--- config.mk ---
export PLATFORM = sky130hd
export DESIGN_NAME = alu_request_scheduler_flat
export DESIGN_NICKNAME = d
export VERILOG_FILES = /design/src/rtl/alu_request_scheduler_pkg.sv /design/src/rtl/alu_request_scheduler_if.sv /design/src/rtl/alu_request_scheduler_rr_arbiter.sv /design/src/rtl/alu_request_scheduler.sv /design/src/flat_wrapper.sv
export SDC_FILE = /design/constraint.sdc
export NUM_CORES = 1
export LEC_CHECK = 0
export ABC_AREA = 1
export BUFFER_PORTS_ARGS = -buffer_cell sky130_fd_sc_hd__buf_2
export CAP_MARGIN = 30
export CORE_AREA = 2 2 164 166
export DETAILED_ROUTE_END_ITERATION = 8
export DIE_AREA = 0 0 166 168
export REMOVE_ABC_BUFFERS = 1
export SYNTH_ARGS = -nofsm -noshare
export SYNTH_HDL_FRONTEND = slang
export SYNTH_HIERARCHICAL = 1
export SYNTH_SLANG_ARGS = --single-unit
--- constraint.sdc ---
create_clock -name clk -period 8 [get_ports clk]
set_input_delay 1.6 -clock clk [delete_from_list [all_inputs] [get_ports clk]]
set_output_delay 1.6 -clock clk [all_outputs]
set_load 0.005 [all_outputs]
--- src/rtl/alu_request_scheduler_pkg.sv ---
// alu_request_scheduler_pkg
//   Shared definitions for the ALU request scheduler: ALU opcode constants,
//   scheduler FSM state encoding, the captured-result record and the
//   illegal-opcode classifier used when ALU_ILLEGAL_OP_CHECK_EN is defined.
package alu_request_scheduler_pkg;

  // ALU opcodes understood by arithmetic_logic_unit.
  localparam logic [3:0] ALU_OP_AND  = 4'b0000;
  localparam logic [3:0] ALU_OP_OR   = 4'b0001;
  localparam logic [3:0] ALU_OP_ADD  = 4'b0010;
  localparam logic [3:0] ALU_OP_XOR  = 4'b0011;
  localparam logic [3:0] ALU_OP_NOR  = 4'b0100;
  localparam logic [3:0] ALU_OP_SUB  = 4'b0110;
  localparam logic [3:0] ALU_OP_SLT  = 4'b0111;
  localparam logic [3:0] ALU_OP_SLL  = 4'b1000;
  localparam logic [3:0] ALU_OP_SRL  = 4'b1001;
  localparam logic [3:0] ALU_OP_SRA  = 4'b1010;
  localparam logic [3:0] ALU_OP_SADD = 4'b1011;
  localparam logic [3:0] ALU_OP_SSUB = 4'b1100;
  localparam logic [3:0] ALU_OP_NOP  = 4'b1111;

  // Scheduler sequencing: grant, operand setup, opcode execute, response.
  typedef enum logic [1:0] {
    ST_IDLE  = 2'd0,
    ST_SETUP = 2'd1,
    ST_EXEC  = 2'd2,
    ST_RESP  = 2'd3
  } sched_state_e;

  // Result record captured from the ALU at the end of EXEC.
  typedef struct packed {
    logic [31:0] result;
    logic        overflow;
    logic        zero;
  } alu_capture_t;

  // Codes with no ALU operation behind them (NOP included: it is the idle code).
  function automatic logic is_illegal_op(input logic [3:0] op);
    return (op == 4'b0101) || (op == 4'b1101) || (op == 4'b1110) || (op == ALU_OP_NOP);
  endfunction

endpackage

--- src/rtl/alu_request_scheduler_if.sv ---
// alu_request_scheduler_if
//   Requester, ALU and response signals of the ALU request scheduler.
//   slave  : the scheduler's view.
//   master : the surrounding system (requesters, ALU, response consumer).
interface alu_request_scheduler_if #(
  parameter int NUM_REQ = 4,
  parameter int IDW     = 2
);

  // Requester side: one valid/ready pair and one operation per requester.
  logic [NUM_REQ-1:0]    req_valid;
  logic [NUM_REQ-1:0]    req_ready;
  logic [4*NUM_REQ-1:0]  req_control;
  logic [32*NUM_REQ-1:0] req_op_a;
  logic [32*NUM_REQ-1:0] req_op_b;

  // ALU side.
  logic [3:0]            alu_control;
  logic [31:0]           alu_first_op;
  logic [31:0]           alu_second_op;
  logic [31:0]           alu_result;
  logic                  alu_overflow;
  logic                  alu_zero;

  // Response channel.
  logic                  rsp_valid;
  logic                  rsp_ready;
  logic [IDW-1:0]        rsp_id;
  logic [31:0]           rsp_result;
  logic                  rsp_overflow;
  logic                  rsp_zero;
  logic                  rsp_error;

  logic                  busy;

  modport slave (
    input  req_valid, req_control, req_op_a, req_op_b,
    input  alu_result, alu_overflow, alu_zero,
    input  rsp_ready,
    output req_ready,
    output alu_control, alu_first_op, alu_second_op,
    output rsp_valid, rsp_id, rsp_result, rsp_overflow, rsp_zero, rsp_error,
    output busy
  );

  modport master (
    output req_valid, req_control, req_op_a, req_op_b,
    output alu_result, alu_overflow, alu_zero,
    output rsp_ready,
    input  req_ready,
    input  alu_control, alu_first_op, alu_second_op,
    input  rsp_valid, rsp_id, rsp_result, rsp_overflow, rsp_zero, rsp_error,
    input  busy
  );

endinterface

--- src/rtl/alu_request_scheduler_rr_arbiter.sv ---
// rr_arbiter
//   Purely combinational round-robin pick: the first set request bit found
//   searching upward from ptr_i+1 (wrapping modulo NUM_REQ). Produces the
//   one-hot grant, its index and a flag saying whether anything was granted.
module rr_arbiter #(
  parameter int NUM_REQ = 4,
  parameter int IDW     = 2
) (
  input  logic [NUM_REQ-1:0] req_i,
  input  logic [IDW-1:0]     ptr_i,
  output logic [NUM_REQ-1:0] grant_o,
  output logic [IDW-1:0]     idx_o,
  output logic               valid_o
);

  logic [IDW-1:0] cand;

  // Scan candidates in priority order ptr+1, ptr+2, ... ptr; first hit wins.
  always_comb begin
    // NOTE: every output gets a default before the scan so no path leaves a
    // variable unassigned, which is what keeps this block free of latches.
    grant_o = '0;
    idx_o   = '0;
    valid_o = 1'b0;
    cand    = '0;
    for (int k = 1; k <= NUM_REQ; k++) begin
      cand = IDW'((int'(ptr_i) + k) % NUM_REQ);
      if (!valid_o && req_i[cand]) begin
        valid_o       = 1'b1;
        grant_o[cand] = 1'b1;
        idx_o         = cand;
      end
    end
  end

endmodule

--- src/rtl/alu_request_scheduler.sv ---
// alu_request_scheduler
//   Shares one ALU among NUM_REQ requesters. A round-robin grant in IDLE
//   latches the winner's opcode and operands; SETUP presents the operands with
//   the ALU parked on NOP, EXEC presents the opcode and captures the result,
//   RESP holds the response until the consumer takes it. Accept in cycle T
//   gives rsp_valid in T+3; peak rate is one operation every 4 cycles.
//   Optional build macro: ALU_ILLEGAL_OP_CHECK_EN -- opcodes 0101/1101/1110/1111
//   go straight from IDLE to RESP with rsp_error set and a zero result,
//   without touching the ALU. Without it every opcode is sequenced and
//   rsp_error is tied low.
module alu_request_scheduler
  import alu_request_scheduler_pkg::*;
#(
  parameter int NUM_REQ = 4,
  parameter int IDW     = 2
) (
  input  logic                          clk,
  input  logic                          reset_n,
  alu_request_scheduler_if.slave        bus
);

  sched_state_e       state_q, state_d;

  logic [IDW-1:0]     ptr_q;
  logic [IDW-1:0]     id_q;
  logic [3:0]         ctrl_q;
  logic [31:0]        op_a_q;
  logic [31:0]        op_b_q;
  alu_capture_t       rsp_q;

  logic [NUM_REQ-1:0] arb_grant;
  logic [IDW-1:0]     arb_idx;
  logic               arb_valid;

  logic [NUM_REQ-1:0] grant_now;
  logic               accept;
  logic               capture;
  logic               illegal_sel;

  logic [3:0]         req_ctrl [NUM_REQ];
  logic [31:0]        req_a    [NUM_REQ];
  logic [31:0]        req_b    [NUM_REQ];
  logic [3:0]         sel_ctrl;
  logic [31:0]        sel_a;
  logic [31:0]        sel_b;

  // Split the flat requester buses into per-requester slices.
  for (genvar gi = 0; gi < NUM_REQ; gi++) begin : g_unpack
    assign req_ctrl[gi] = bus.req_control[4*gi +: 4];
    assign req_a[gi]    = bus.req_op_a[32*gi +: 32];
    assign req_b[gi]    = bus.req_op_b[32*gi +: 32];
  end

  assign sel_ctrl = req_ctrl[arb_idx];
  assign sel_a    = req_a[arb_idx];
  assign sel_b    = req_b[arb_idx];

  rr_arbiter #(
    .NUM_REQ (NUM_REQ),
    .IDW     (IDW)
  ) u_arb (
    .req_i   (bus.req_valid),
    .ptr_i   (ptr_q),
    .grant_o (arb_grant),
    .idx_o   (arb_idx),
    .valid_o (arb_valid)
  );

`ifdef ALU_ILLEGAL_OP_CHECK_EN
  logic rsp_error_q;

  assign illegal_sel = is_illegal_op(sel_ctrl);

  // Error flag belongs to the accepted operation; cleared by the next legal one.
  always_ff @(posedge clk) begin
    if (!reset_n) begin
      rsp_error_q <= 1'b0;
    end else if (accept) begin
      rsp_error_q <= illegal_sel;
    end
  end

  assign bus.rsp_error = rsp_error_q;
`else
  assign illegal_sel   = 1'b0;
  assign bus.rsp_error = 1'b0;
`endif

  // State register.
  always_ff @(posedge clk) begin
    if (!reset_n) begin
      state_q <= ST_IDLE;
    end else begin
      state_q <= state_d;
    end
  end

  // Next state plus the accept/capture strobes for the datapath.
  always_comb begin
    // NOTE: combinational logic uses blocking '=' so later lines see the
    // values assigned above them; clocked blocks use '<=' exclusively.
    state_d   = state_q;
    grant_now = '0;
    accept    = 1'b0;
    capture   = 1'b0;
    case (state_q)
      ST_IDLE: begin
        if (arb_valid) begin
          grant_now = arb_grant;
          accept    = 1'b1;
          state_d   = illegal_sel ? ST_RESP : ST_SETUP;
        end
      end
      ST_SETUP: state_d = ST_EXEC;
      ST_EXEC: begin
        capture = 1'b1;
        state_d = ST_RESP;
      end
      ST_RESP: begin
        if (bus.rsp_ready) begin
          state_d = ST_IDLE;
        end
      end
      default: state_d = ST_IDLE;
    endcase
  end

  // Operation latch, round-robin pointer and response capture.
  always_ff @(posedge clk) begin
    // NOTE: the datapath registers are reset as well, because their reset
    // values are visible on the ALU operand and rsp_* outputs.
    if (!reset_n) begin
      ptr_q  <= IDW'(NUM_REQ - 1);
      id_q   <= '0;
      ctrl_q <= ALU_OP_NOP;
      op_a_q <= '0;
      op_b_q <= '0;
      rsp_q  <= '0;
    end else begin
      if (accept) begin
        ptr_q  <= arb_idx;
        id_q   <= arb_idx;
        ctrl_q <= sel_ctrl;
        if (illegal_sel) begin
          rsp_q <= '0;
        end else begin
          op_a_q <= sel_a;
          op_b_q <= sel_b;
        end
      end
      if (capture) begin
        rsp_q <= '{result: bus.alu_result, overflow: bus.alu_overflow, zero: bus.alu_zero};
      end
    end
  end

  // The accept pulse is suppressed while reset is held so no grant is shown
  // for a cycle whose latch will be discarded.
  assign bus.req_ready     = reset_n ? grant_now : '0;

  // Opcode only leaves NOP during EXEC; operands come straight from registers.
  assign bus.alu_control   = (state_q == ST_EXEC) ? ctrl_q : ALU_OP_NOP;
  assign bus.alu_first_op  = op_a_q;
  assign bus.alu_second_op = op_b_q;

  assign bus.rsp_valid     = (state_q == ST_RESP);
  assign bus.rsp_id        = id_q;
  assign bus.rsp_result    = rsp_q.result;
  assign bus.rsp_overflow  = rsp_q.overflow;
  assign bus.rsp_zero      = rsp_q.zero;

  assign bus.busy          = (state_q != ST_IDLE);

endmodule

--- src/flat_wrapper.sv ---
// flat-port wrapper written by rule: the top's interface ports become plain ports
module alu_request_scheduler_flat import alu_request_scheduler_pkg::*;
#(
  parameter int NUM_REQ = 4,
  parameter int IDW     = 2
)
  (clk, reset_n, bus_req_valid, bus_req_control, bus_req_op_a, bus_req_op_b, bus_alu_result, bus_alu_overflow, bus_alu_zero, bus_rsp_ready, bus_req_ready, bus_alu_control, bus_alu_first_op, bus_alu_second_op, bus_rsp_valid, bus_rsp_id, bus_rsp_result, bus_rsp_overflow, bus_rsp_zero, bus_rsp_error, bus_busy);
  alu_request_scheduler_if #(.NUM_REQ(NUM_REQ), .IDW(IDW)) bus_i ();
  input  logic clk;
  input  logic reset_n;
  input wire logic [$bits(bus_i.req_valid)-1:0] bus_req_valid;
  input wire logic [$bits(bus_i.req_control)-1:0] bus_req_control;
  input wire logic [$bits(bus_i.req_op_a)-1:0] bus_req_op_a;
  input wire logic [$bits(bus_i.req_op_b)-1:0] bus_req_op_b;
  input wire logic [$bits(bus_i.alu_result)-1:0] bus_alu_result;
  input wire logic [$bits(bus_i.alu_overflow)-1:0] bus_alu_overflow;
  input wire logic [$bits(bus_i.alu_zero)-1:0] bus_alu_zero;
  input wire logic [$bits(bus_i.rsp_ready)-1:0] bus_rsp_ready;
  output wire logic [$bits(bus_i.req_ready)-1:0] bus_req_ready;
  output wire logic [$bits(bus_i.alu_control)-1:0] bus_alu_control;
  output wire logic [$bits(bus_i.alu_first_op)-1:0] bus_alu_first_op;
  output wire logic [$bits(bus_i.alu_second_op)-1:0] bus_alu_second_op;
  output wire logic [$bits(bus_i.rsp_valid)-1:0] bus_rsp_valid;
  output wire logic [$bits(bus_i.rsp_id)-1:0] bus_rsp_id;
  output wire logic [$bits(bus_i.rsp_result)-1:0] bus_rsp_result;
  output wire logic [$bits(bus_i.rsp_overflow)-1:0] bus_rsp_overflow;
  output wire logic [$bits(bus_i.rsp_zero)-1:0] bus_rsp_zero;
  output wire logic [$bits(bus_i.rsp_error)-1:0] bus_rsp_error;
  output wire logic [$bits(bus_i.busy)-1:0] bus_busy;
  assign bus_i.req_valid = bus_req_valid;
  assign bus_i.req_control = bus_req_control;
  assign bus_i.req_op_a = bus_req_op_a;
  assign bus_i.req_op_b = bus_req_op_b;
  assign bus_i.alu_result = bus_alu_result;
  assign bus_i.alu_overflow = bus_alu_overflow;
  assign bus_i.alu_zero = bus_alu_zero;
  assign bus_i.rsp_ready = bus_rsp_ready;
  assign bus_req_ready = bus_i.req_ready;
  assign bus_alu_control = bus_i.alu_control;
  assign bus_alu_first_op = bus_i.alu_first_op;
  assign bus_alu_second_op = bus_i.alu_second_op;
  assign bus_rsp_valid = bus_i.rsp_valid;
  assign bus_rsp_id = bus_i.rsp_id;
  assign bus_rsp_result = bus_i.rsp_result;
  assign bus_rsp_overflow = bus_i.rsp_overflow;
  assign bus_rsp_zero = bus_i.rsp_zero;
  assign bus_rsp_error = bus_i.rsp_error;
  assign bus_busy = bus_i.busy;
  alu_request_scheduler #(.NUM_REQ(NUM_REQ), .IDW(IDW)) u_core (.clk(clk), .reset_n(reset_n), .bus(bus_i));
endmodule
Word level (Yosys, flattened, before mapping):

Cells that the tools add are included.

* flip-flop bits (word level): 108
* bits of input ports: 313
* output and inout port bits: 111
* word-level logic and storage cells: 91

* add/sub/neg operators: 4
* order comparisons: 9
* equal/unequal tests: 5
* muxes and demuxes: 47
* bitwise operators: 4
* reductions and logical operators: 13

Operators by type and width (number)
* binary-select mux 32 bit (select 2 bit): 2
* two-way mux 32 bit: 4
* two-way mux 4 bit: 10
* two-way mux 1 bit: 15
* less-than comparator 2 x 3 -> 1 bit (second input constant): 4
* two-way mux 2 bit: 6
* OR 4 bit: 3
* binary-select mux 1 bit (select 2 bit): 4
* binary-select mux 4 bit (select 2 bit): 1
* demux 1 bit (select 2 bit): 4
* >= comparator 2 x 1 -> 1 bit (second input constant): 4
* one-hot mux 2 bit (4 select lines): 1
* logical AND 1 bit: 7
* adder 2 x 1 -> 2 bit (second input constant): 2
* adder 2 bit (second input constant): 2
* == test 2 bit (second input constant): 2
* >= comparator 3 bit (second input constant): 1
* zero test 1 bit: 3
* NOT 2 -> 3 bit: 1
* == test 2 x 1 -> 1 bit (second input constant): 1
* zero test 2 bit: 1
* != test 2 x 1 -> 1 bit (second input constant): 1
* != test 2 bit (second input constant): 1
* AND reduction 2 bit: 1
* nonzero test 2 bit: 1

Depth between registers and ports, before layout:

Gate-level depths: netlist of the first run.

* depth in word-level cells: 17
* mapped depth: 17
* mapped depth without buffers: 14

Hierarchy:

Netlist of the first run, hierarchy kept.

By module, submodules not included
* alu_request_scheduler: times used 1, cells each 966, area each 5901.9 sq um, sequential area each 2162.1 sq um
* rr_arbiter: times used 1, cells each 81, area each 535.5 sq um, sequential area each 0.0 sq um

Worst setup path after synthesis of the first run:

Ideal clock, no wire load.

* path kind: in2out
* from: input port bus_req_valid[1]
* to: output port bus_req_ready[0]
* arrival time: 2802 ps
* required time: 6400 ps
* setup slack: 3598 ps
* cell stages on the path: 12
* buffers on the path: 2
* cells stage by stage: inv_1 > nand2_4 > nand3_4 > nand2_4 > nor2_4 > buf_6 > nand4_1 > nand2_2 > inv_2 > buf_2 > nand2_1 > nor2_1

* longest elaborated chain between the ends: 15
* elaborated cells on any way between the ends: 28
* classes of those cells: mux (19); bitwise (3); reduce/logical (6)

Ends and longest elaborated chain
* start: declaration: line flat_wrapper.sv:11 `input wire logic [$bits(bus_i.req_valid)-1:0] bus_req_valid;`
* binary-select mux 1 bit (select 2 bit): line alu_request_scheduler_rr_arbiter.sv:28 `if (!valid_o && req_i[cand]) begin`
* two-way mux 1 bit (not written as such): line alu_request_scheduler_rr_arbiter.sv:28
* two-way mux 1 bit: line alu_request_scheduler_rr_arbiter.sv:28
* zero test 1 bit: line alu_request_scheduler_rr_arbiter.sv:28
* logical AND 1 bit: line alu_request_scheduler_rr_arbiter.sv:28
* two-way mux 1 bit: line alu_request_scheduler_rr_arbiter.sv:28
* zero test 1 bit: line alu_request_scheduler_rr_arbiter.sv:28
* logical AND 1 bit: line alu_request_scheduler_rr_arbiter.sv:28
* two-way mux 1 bit: line alu_request_scheduler_rr_arbiter.sv:28
* zero test 1 bit: line alu_request_scheduler_rr_arbiter.sv:28
* logical AND 1 bit: line alu_request_scheduler_rr_arbiter.sv:28
* two-way mux 1 bit (*): line alu_request_scheduler_rr_arbiter.sv:28
* net u_core.arb_valid: line alu_request_scheduler.sv:33 `logic arb_valid;`
* two-way mux 4 bit (*): line alu_request_scheduler.sv:108 `if (arb_valid) begin`
* two-way mux 4 bit (*): line alu_request_scheduler.sv:106 `case (state_q)`
* two-way mux 4 bit (*): line alu_request_scheduler.sv:159 `assign bus.req_ready = reset_n ? grant_now : '0;`
* end: declaration: line flat_wrapper.sv:19 `output wire logic [$bits(bus_i.req_ready)-1:0] bus_req_ready;`

The timed path passes the listed nets; every way through them passes the cells marked *. The select of a mux whose other input is x is not followed.

Worst setup path in the final report of the first run:

* from: input port bus_req_valid[3]
* to: output port bus_req_ready[3]

The elaborated chain is that of the path after synthesis.

==> results.cfg, run 1 <==
[run_status]
status = completed

[layout]
nFillCells = 2883
drive_above_1_share_pct = 33.3
synthToLayoutAreaGrowth_pct = 40.0
regArea_um2 = 2160
final_core_util_pct = 34.2
layout.nets = 1734
multi_input_area_um2 = 3740

[cts]
cts_buffers = 9
hold_buffers = 0
cts_tree = done
clkTransAtPathRegs_ns = 0.09
cts_buffer_depth = 2
insertion_delay_ns = 0.36
cts_setup_buffers = 0
cts-root-buf = clkbuf_16
htreeDepth = 3
cts.sinks = 108
cts_resized = 0

[global_route]
grt-busiest-layer = met2
track_usage_pct = 16.7
grt-ovfl-total = 0
grt_pass1_vias = 7626
grt_max_degree = 104
use_met2_pct = 29.5
antenna_found_initial = 0
grt_use_met3_pct = 3.83
grt_pass1_wl_um = 38400
grtUsageMet1_pct = 19.9

[critical_path]
reg2reg_from = u_core/ptr_q[0]
ff2ff_setup_slack_ns = 3.96
crit_arrival_ns = 3.38
endpoint = bus_req_ready[3]
r2r_cells = 14
crit_path_start_kind = primary input
required_ns = 6.40
worstSetupEndpointType = output pin
startpoint = bus_req_valid[3]
cp_max_fo = 62
path_class = in -> out
rr_endpoint = u_core/bus.alu_first_op[11]

[synth]
synthTopCellsByArea = dfxtp_1, nand2_1, nand3_1, o21ai_0, a21oi_1
synthCells = 1047
synth_most_common_cell = nand2_1
synth_top_area_share_pct = 33.6
ys_seq_elements = 108
synth_top_family_by_area = simple AND/OR/NAND/NOR gates
syn_area_per_cell_um2 = 6.15
synth-edff-count = 0
synth_xor_area_share_pct = 0
ys_top_cells_by_count = nand2_1, nand3_1, dfxtp_1
synthAdderAreaFrac_pct = 2.14
synth-compound-area-share_pct = 14.3
synthArstFlopShare_pct = 0
yosysTopAreaCell = dfxtp_1
synth_area_um2 = 6440
yosys.area_share.simple_pct = 41.3
ys.flop_type = dfxtp_1
ys_types = 24
yosysSeqAreaShare_pct = 33.6
synth_warnings = 6
synth_mux_area_share_pct = 0

[die]
dieWidth_um = 166
die_area_um2 = 27900
start_util_pct = 24.4
die_h_um = 168
ios = 424
rows = 60
core_area_um2 = 26400

[detailed_routing]
vias = 8058
via_per_inst = 4.59
drt_wl_total_um = 24200
drcViolationCount = 0
antenna_left = 0
wire_per_inst_um = 13.8
drtIter0Drc = 512
drt-pass1-iter-count = 5

[timing]
post-route-period-util_pct = 62.2
setup_slack_ns = 3.02
skew_ns = 0.0141
slew_headroom_pct = 34.3
setup_violations = 0
timing_hold_violations_final = 0
period_needed_ns = 4.98
rsz0062_at_grt = false
clock.fmax_ghz = 0.201
timing_worst_slew_pin_value_ns = 0.985
drv_slew = 0

[power_and_ir_drop]
powerDensity_nw_per_um2 = 473
ir_worst_vdd_mv = 0.378
p_leak_nw = 4.93

[run]
drv_cap = 0

[placed_design]
gp_congestion = 0.819
post-place-ws_ns = 3.00
port_buffers = 422
hpwl_um = 17400

[hold_path]
hold_depth = 2
min_path_type = reg -> reg
-- worst max-delay path, cell delays in order --
cell	delay (ns)
buf_2	0.10
inv_1	0.07
nand2_1	0.09
nand3_1	0.12
nand2_2	0.10
nor2_4	0.07
nand4_1	0.13
nand2_2	0.16
inv_4	0.45
nand2_1	0.20
nor2_1	0.16
buf_2	0.13
-- cell usage in the layout (no fill, tap or decap) --
cell type	instances
a21boi_0	4
a21oi_1	79
a21oi_4	1
buf_16	2
buf_2	422
buf_4	7
clkbuf_16	9
clkinv_4	2
clkinv_8	2
conb_1	1
dfxtp_1	108
diode_2	1
ha_1	11
inv_1	32
inv_2	3
inv_4	2
inv_6	2
inv_8	2
nand2_1	374
nand2_2	5
nand2_4	3
nand3_1	158
nand3_4	3
nand4_1	6
nor2_1	73
nor2_4	2
o21ai_0	98
or2_2	4
-- flip-flops by register name, summed over array words and instances, names as in the netlist --
signal                    cells
u_core/bus.alu_first_op      32
u_core/bus.alu_second_op     32
u_core/bus.rsp_result        32
u_core/ctrl_q                 4
u_core/bus.rsp_id             2
u_core/ptr_q                  2
u_core/state_q                2
u_core/bus.rsp_overflow       1
u_core/bus.rsp_zero           1
-- area by class of cell --
cell class | count | area share (%)
clock inverter | 7 | 0.874
antenna | 1 | 0.0278
multi-input combinational | 822 | 41.5
sequential | 108 | 24.0
tap | 341 | 4.73
inverter | 38 | 1.72
clock buffer | 9 | 2.50
timing repair buffer | 431 | 24.6
-- how the worst min path moves through the flow --
stage,from,endpoint,slack (ns)
after floorplan,u_core/ctrl_q[0],u_core/ctrl_q[0],0.43
after global placement,u_core/bus.rsp_id[1],u_core/bus.rsp_id[1],0.46
after detailed placement,u_core/bus.rsp_id[0],u_core/bus.rsp_id[0],0.45
after CTS,u_core/bus.rsp_id[0],u_core/bus.rsp_id[0],0.47
after global routing,u_core/bus.rsp_id[0],u_core/bus.rsp_id[0],0.50
final,u_core/bus.rsp_id[0],u_core/bus.rsp_id[0],0.47
-- metrics by stage --
step / cells / TNS [ns] / area, um^2 / total power, mW / hold slack (ns)
final: 1757 / 0 / 9010 / 4.26 / 0.468
after global routing: 1756 / 0 / 9010 / 4.74 / 0.499
after CTS: 1756 / 0 / 9010 / 4.32 / 0.469
after detailed placement: 1740 / 0 / 8710 / 3.83 / 0.455
after global placement: 1738 / 0 / 8650 / 3.77 / 0.456
after floorplan: 968 / -169.51 / 6030 / 2.96 / 0.433
-- cell families after synthesis --
family | after synthesis
AND/OR/NAND/NOR | 628
AO/OA/AOI/OAI | 182
buffers and inverters | 117
flip-flops | 108
adder cells (fa/ha/maj) | 11
other | 1
-- report_power, final --
part | switching (mW) | internal, mW
combinational | 1.97 | 0.966
clock | 0.241 | 0.223
sequential | 0.107 | 0.755
-- per-layer routing --
| layer | vias to the layer above | share of wire, % | wire length [um] |
|---|---|---|---|
| met2 | 346 | 48 | 11500 |
| li1 | 4122 | - | - |
| met5 | - | 0 | 0 |
| met1 | 3552 | 43 | 10500 |
| met3 | 38 | 6.7 | 1630 |
| met4 | 0 | 2.6 | 639 |
No activity file was read; power rests on OpenSTA's default activity.
==> inputs of run 2 (changes only) <==
==> constraint.sdc (replaced) <==
create_clock -name clk -period 5.1 [get_ports clk]
set_input_delay 1.02 -clock clk [delete_from_list [all_inputs] [get_ports clk]]
set_output_delay 1.02 -clock clk [all_outputs]
set_load 0.005 [all_outputs]
==> results.cfg, run 2 (synthesis gave the netlist of run 1 again) <==
[run_status]
status = completed

[critical_path]
startpoint = u_core/ptr_q[0]
cp.depth = 12
path_buf_inv = 4
required_ns = 4.08
reg2reg_from = u_core/ptr_q[0]
path_class = reg -> out
crit_arrival_ns = 2.93
cp_max_fo = 13
worstSetupEndpointType = output pin
cp_cell_sequence = inv_8 > ha_1 > inv_2 > nand3_4 > nand2_4 > nor2_4 > nand4_1 > nand2_2 > inv_4 > nand2_1 > nor2_1 > buf_2
crit_slowest_cell = dfxtp_1
path_delay_family = simple AND/OR/NAND/NOR gates
cp_slowest_stage_delay_ns = 0.74
crit_path_start_kind = register
r2r_cells = 13

[cts]
cts_buffers = 9
cts_setup_buffers = 0
cts_tree = done
cts-root-buf = clkbuf_16
insertion_delay_ns = 0.36
hold_buffers = 0
clkTransAtPathRegs_ns = 0.08
cts_buffer_depth = 2
htreeDepth = 3
cts.sinks = 108
cts_resized = 0

[layout]
layout_common_cells = buf_2, nand2_1, nand3_1
synthToLayoutAreaGrowth_pct = 40.2
final_area_um2 = 9030
layout.nets = 1735
drive_above_1_share_pct = 33.3
final_core_util_pct = 34.3
layout_commonest_cell = buf_2

[placed_design]
port_buffers = 422
gp_congestion = 0.827
hpwl_um = 18000
placed_area_um2 = 8710

[detailed_routing]
via_per_inst = 4.58
drt_wl_total_um = 24500
drt-pass1-iter-count = 5
drcViolationCount = 0
drtIter0Drc = 425
vias = 8054
antenna_left = 0
wire_per_inst_um = 13.9

[timing]
clock.fmax_ghz = 0.253
drv_slew = 0
timing_hold_violations_final = 0
slew_headroom_pct = 36.2
rsz0062_at_grt = false
setup_violations = 0
timing_worst_slew_pin_value_ns = 0.958
skew_ns = 0.0181
fin_tns_setup_ns = 0
period_needed_ns = 3.95
post-route-period-util_pct = 77.4

[hold_path]
hold_depth = 2
min_from = u_core/bus.rsp_id[1]
min_path_type = reg -> reg

[die]
rows = 60
start_util_pct = 24.4
core_area_um2 = 26400
die_area_um2 = 27900
die_h_um = 168
ios = 424
dieWidth_um = 166

[run]
drv_cap = 0

[global_route]
antenna_found_initial = 1
grt_pass1_vias = 7378
grt_pass1_wl_um = 38300
grt_max_degree = 138
track_usage_pct = 16.8
grt-ovfl-total = 0

[power_and_ir_drop]
powerDensity_nw_per_um2 = 740
p_leak_nw = 4.93
ir_worst_vdd_mv = 0.800
run 2: cell types whose count changed in the layout (fill, tap and decap cells not counted), sizes merged:
cell      previous run  this run
inv                 41        40
buf                431       432
clkinvlp             0         1
run 2: area by class of cell:
cell class / count / area, um^2
Tap cell: 341 / 427
Sequential cell: 108 / 2160
Inverter: 38 / 155
Clock buffer: 9 / 225
Timing Repair Buffer: 432 / 2220
Multi-Input combinational cell: 822 / 3740
Antenna cell: 1 / 2.50
Clock inverter: 7 / 90.1
Fill cell: 2938 / 17300
run 2: per-stage QoR:
step / total power [mW] / hold slack [ns] / setup WS [ns] / instances
floorplan: 4.08 / 0.433 / -4.83 / 968
global placement: 5.92 / 0.447 / 1.31 / 1740
detailed placement: 6.01 / 0.454 / 1.24 / 1741
CTS: 6.78 / 0.467 / 1.14 / 1757
global route: 7.45 / 0.486 / 0.840 / 1758
finish: 6.68 / 0.465 / 1.15 / 1758
run 2: layer usage:
layer  up-vias  global-route usage (%)  routed length (um)
met5         -                       0                   0
met4         0                    4.35                 393
met3        27                    3.57                1630
met2       301                    29.2               11900
met1      3600                    21.1               10600
li1       4126                       -                   -
run 2: worst min-delay path: cells and delay by family, from the launching register on:
kind | cells | cell delay, ns
AO/OA/AOI/OAI | 1 | 0.05
AND/OR/NAND/NOR | 1 | 0.06
flip-flops | 1 | 0.31
run 2: path summary, 6_finish.rpt:
| check | end | slack, ns |
|---|---|---|
| min | u_core/bus.rsp_id[1] | 0.47 |
| min reg2reg | u_core/bus.rsp_id[1] | 0.47 |
| max reg2reg | u_core/bus.alu_first_op[20] | 1.25 |
| max | bus_req_ready[3] | 1.15 |
run 2: where the power goes:
part           internal (mW)  switching (mW)
Combinational           1.54            3.05
Clock                  0.353           0.383
Sequential              1.18           0.169
==> inputs of run 3 (changes only) <==
--- a/config.mk
+++ b/config.mk
@@ -5,12 +5,12 @@
 export SDC_FILE = /design/constraint.sdc
 export NUM_CORES = 1
 export LEC_CHECK = 0
-export ABC_AREA = 1
+export ABC_AREA = 0
 export BUFFER_PORTS_ARGS = -buffer_cell sky130_fd_sc_hd__buf_2
 export CAP_MARGIN = 30
-export CORE_AREA = 2 2 164 166
+export CORE_AREA = 2 2 165 167
 export DETAILED_ROUTE_END_ITERATION = 8
-export DIE_AREA = 0 0 166 168
+export DIE_AREA = 0 0 167 169
 export REMOVE_ABC_BUFFERS = 1
 export SYNTH_ARGS = -nofsm -noshare
 export SYNTH_HDL_FRONTEND = slang
==> constraint.sdc (replaced) <==
create_clock -name clk -period 3.5 [get_ports clk]
set_input_delay 0.7 -clock clk [delete_from_list [all_inputs] [get_ports clk]]
set_output_delay 0.7 -clock clk [all_outputs]
set_load 0.005 [all_outputs]
==> results.cfg, run 3 <==
[global_route]
track_usage_pct = 15.4
grt_max_degree = 50
grt-ovfl-total = 0
antenna_found_initial = 4
grt_pass1_wl_um = 34600
grt_pass1_vias = 6402

[synth]
ys_top_cells_by_count = dfxtp_1, nor2_1, mux2i_1
ys_seq_elements = 108
yosysTopAreaCell = dfxtp_1
ys.flop_type = dfxtp_1
synth_top_area_share_pct = 35.0
synth-edff-count = 0
synthTopCellsByArea = dfxtp_1, mux2i_1, mux2_2, a221o_1, nor2_1
synthArstFlopShare_pct = 0
yosysSeqAreaShare_pct = 35.0
synthCells = 617
synth_area_um2 = 6180
syn_area_per_cell_um2 = 10.0
synth_most_common_cell = dfxtp_1
ys_types = 43
synth_warnings = 6

[layout]
nFillCells = 2792
synthToLayoutAreaGrowth_pct = 44.9
layout_commonest_cell = buf_2
drive_above_1_share_pct = 52.5
final_cells = 1365
layout.nets = 1339
layout_common_cells = buf_2, dfxtp_1, nor2_1

[run_status]
status = completed

[detailed_routing]
drt-pass1-iter-count = 4
vias = 6367
wire_per_inst_um = 16.7
via_per_inst = 4.66
drcViolationCount = 0
antenna_left = 0
drtIter0Drc = 332
drt_wl_total_um = 22700

[cts]
cts_tree = done
clkTransAtPathRegs_ns = 0.08
cts_buffer_depth = 2
cts.sinks = 108
htreeDepth = 3
cts-root-buf = clkbuf_16
cts_setup_buffers = 0
insertion_delay_ns = 0.36
cts_buffers = 9

[run]
drv_cap = 0

[critical_path]
cp_max_fo = 7
cp_cell_sequence = inv_1 > ha_1 > buf_4 > mux4_2 > nand2_1 > o311ai_0 > or3_1 > and3_1 > buf_2
crit_arrival_ns = 2.61
cp_slowest_stage_delay_ns = 0.41
path_class = reg -> out
reg2reg_from = u_core/ptr_q[1]
r2r_cells = 10
rr_endpoint = u_core/bus.alu_first_op[24]
ff2ff_setup_slack_ns = 0.48
worstSetupEndpointType = output pin
endpoint = bus_req_ready[1]
crit_path_start_kind = register
required_ns = 2.80
crit_slowest_cell = ha_1
startpoint = u_core/ptr_q[1]

[power_and_ir_drop]
ir_worst_vdd_mv = 0.515
p_leak_nw = 4.34
powerDensity_nw_per_um2 = 763

[die]
rows = 60
ios = 424
die_h_um = 169
dieWidth_um = 167
start_util_pct = 23.3
die_area_um2 = 28200
core_area_um2 = 26500

[placed_design]
gp_congestion = 0.842
place_inst = 1345
port_buffers = 422
hpwl_um = 17800
post-place-ws_ns = 0.399

[timing]
setup_slack_ns = 0.186
post-route-period-util_pct = 94.7
clock.fmax_ghz = 0.302
timing_worst_slew_pin_value_ns = 0.921
skew_ns = 0.0178
rsz0062_at_grt = false
setup_violations = 0
drv_slew = 0
timing_hold_violations_final = 0
slew_headroom_pct = 38.5
period_needed_ns = 3.31

[hold_path]
min_path_type = reg -> reg
[run 3: final cells by class]
type	instances	area (um^2)	area share, %
Inverter	12	45.0	0.503
Sequential cell	108	2160	24.2
Multi-Input combinational cell	444	3670	41.0
Tap cell	341	427	4.77
Clock buffer	9	225	2.52
Antenna cell	4	10.0	0.112
Timing Repair Buffer	440	2310	25.8
Clock inverter	7	96.3	1.08
[run 3: repair_timing]
action / in CTS / in global routing
resized for setup: 0 / 1
setup endpoints to repair: 0 / 4
hold buffers: 0 / 0
[run 3: cell families (layout without fill, tap and decap cells)]
kind of cell	count (synthesis)	in the layout	share of synthesized area [%]
compound gates	103	103	14.7
fa+ha+maj	11	11	2.23
buf+inv	65	468	6.04
flops	108	108	35.0
mux	172	172	30.7
other cells	1	5	0.0607
simple gates	157	157	11.2
[run 3: metrics by stage]
stage | total power, mW | TNS (ns) | hold slack [ns] | utilization [%] | instance area (um^2)
4_1_cts | 6.91 | 0 | 0.460 | 33.7 | 8930
3_5_place_dp | 5.77 | 0 | 0.440 | 32.5 | 8610
3_3_place_gp | 5.71 | 0 | 0.437 | 32.5 | 8610
2_1_floorplan | 3.93 | -861.21 | 0.427 | - | 5850
5_1_grt | 7.32 | 0 | 0.471 | 33.8 | 8950
6_report | 6.82 | 0 | 0.461 | 33.8 | 8950
[run 3: how the worst min path moves through the flow]
stage | depth (start not counted) | end | from
2_1_floorplan | 2 | u_core/ctrl_q[0] | u_core/ctrl_q[0]
3_3_place_gp | 2 | u_core/ctrl_q[3] | u_core/ctrl_q[3]
3_5_place_dp | 2 | u_core/ctrl_q[1] | u_core/ctrl_q[1]
4_1_cts | 2 | u_core/ctrl_q[1] | u_core/ctrl_q[1]
5_1_grt | 2 | u_core/bus.rsp_id[0] | u_core/bus.rsp_id[0]
6_report | 2 | u_core/bus.rsp_id[0] | u_core/bus.rsp_id[0]
[run 3: worst max-delay path, delay by kind of cell (launching register included)]
kind,cells,cell delay [ns]
buffers and inverters,3,0.44
flip-flops,1,0.33
AND/OR/NAND/NOR,3,0.59
adder cells (fa/ha/maj),1,0.41
AO/OA/AOI/OAI,1,0.12
multiplexers,1,0.36
[run 3: metal layers]
| layer | global-route usage (%) | vias to the layer above | share of wire (%) |
|---|---|---|---|
| met5 | 0 | - | 0 |
| met4 | 4.12 | 0 | 1.3 |
| met3 | 4.49 | 22 | 8.1 |
| met2 | 27.2 | 280 | 49 |
| met1 | 18.2 | 2979 | 41 |
| li1 | - | 3086 | - |
[run 3: power breakdown]
part	total [mW]	switching [mW]	internal, mW
sequential	1.76	0.172	1.59
combinational	3.97	1.98	1.99
clock	1.10	0.570	0.526
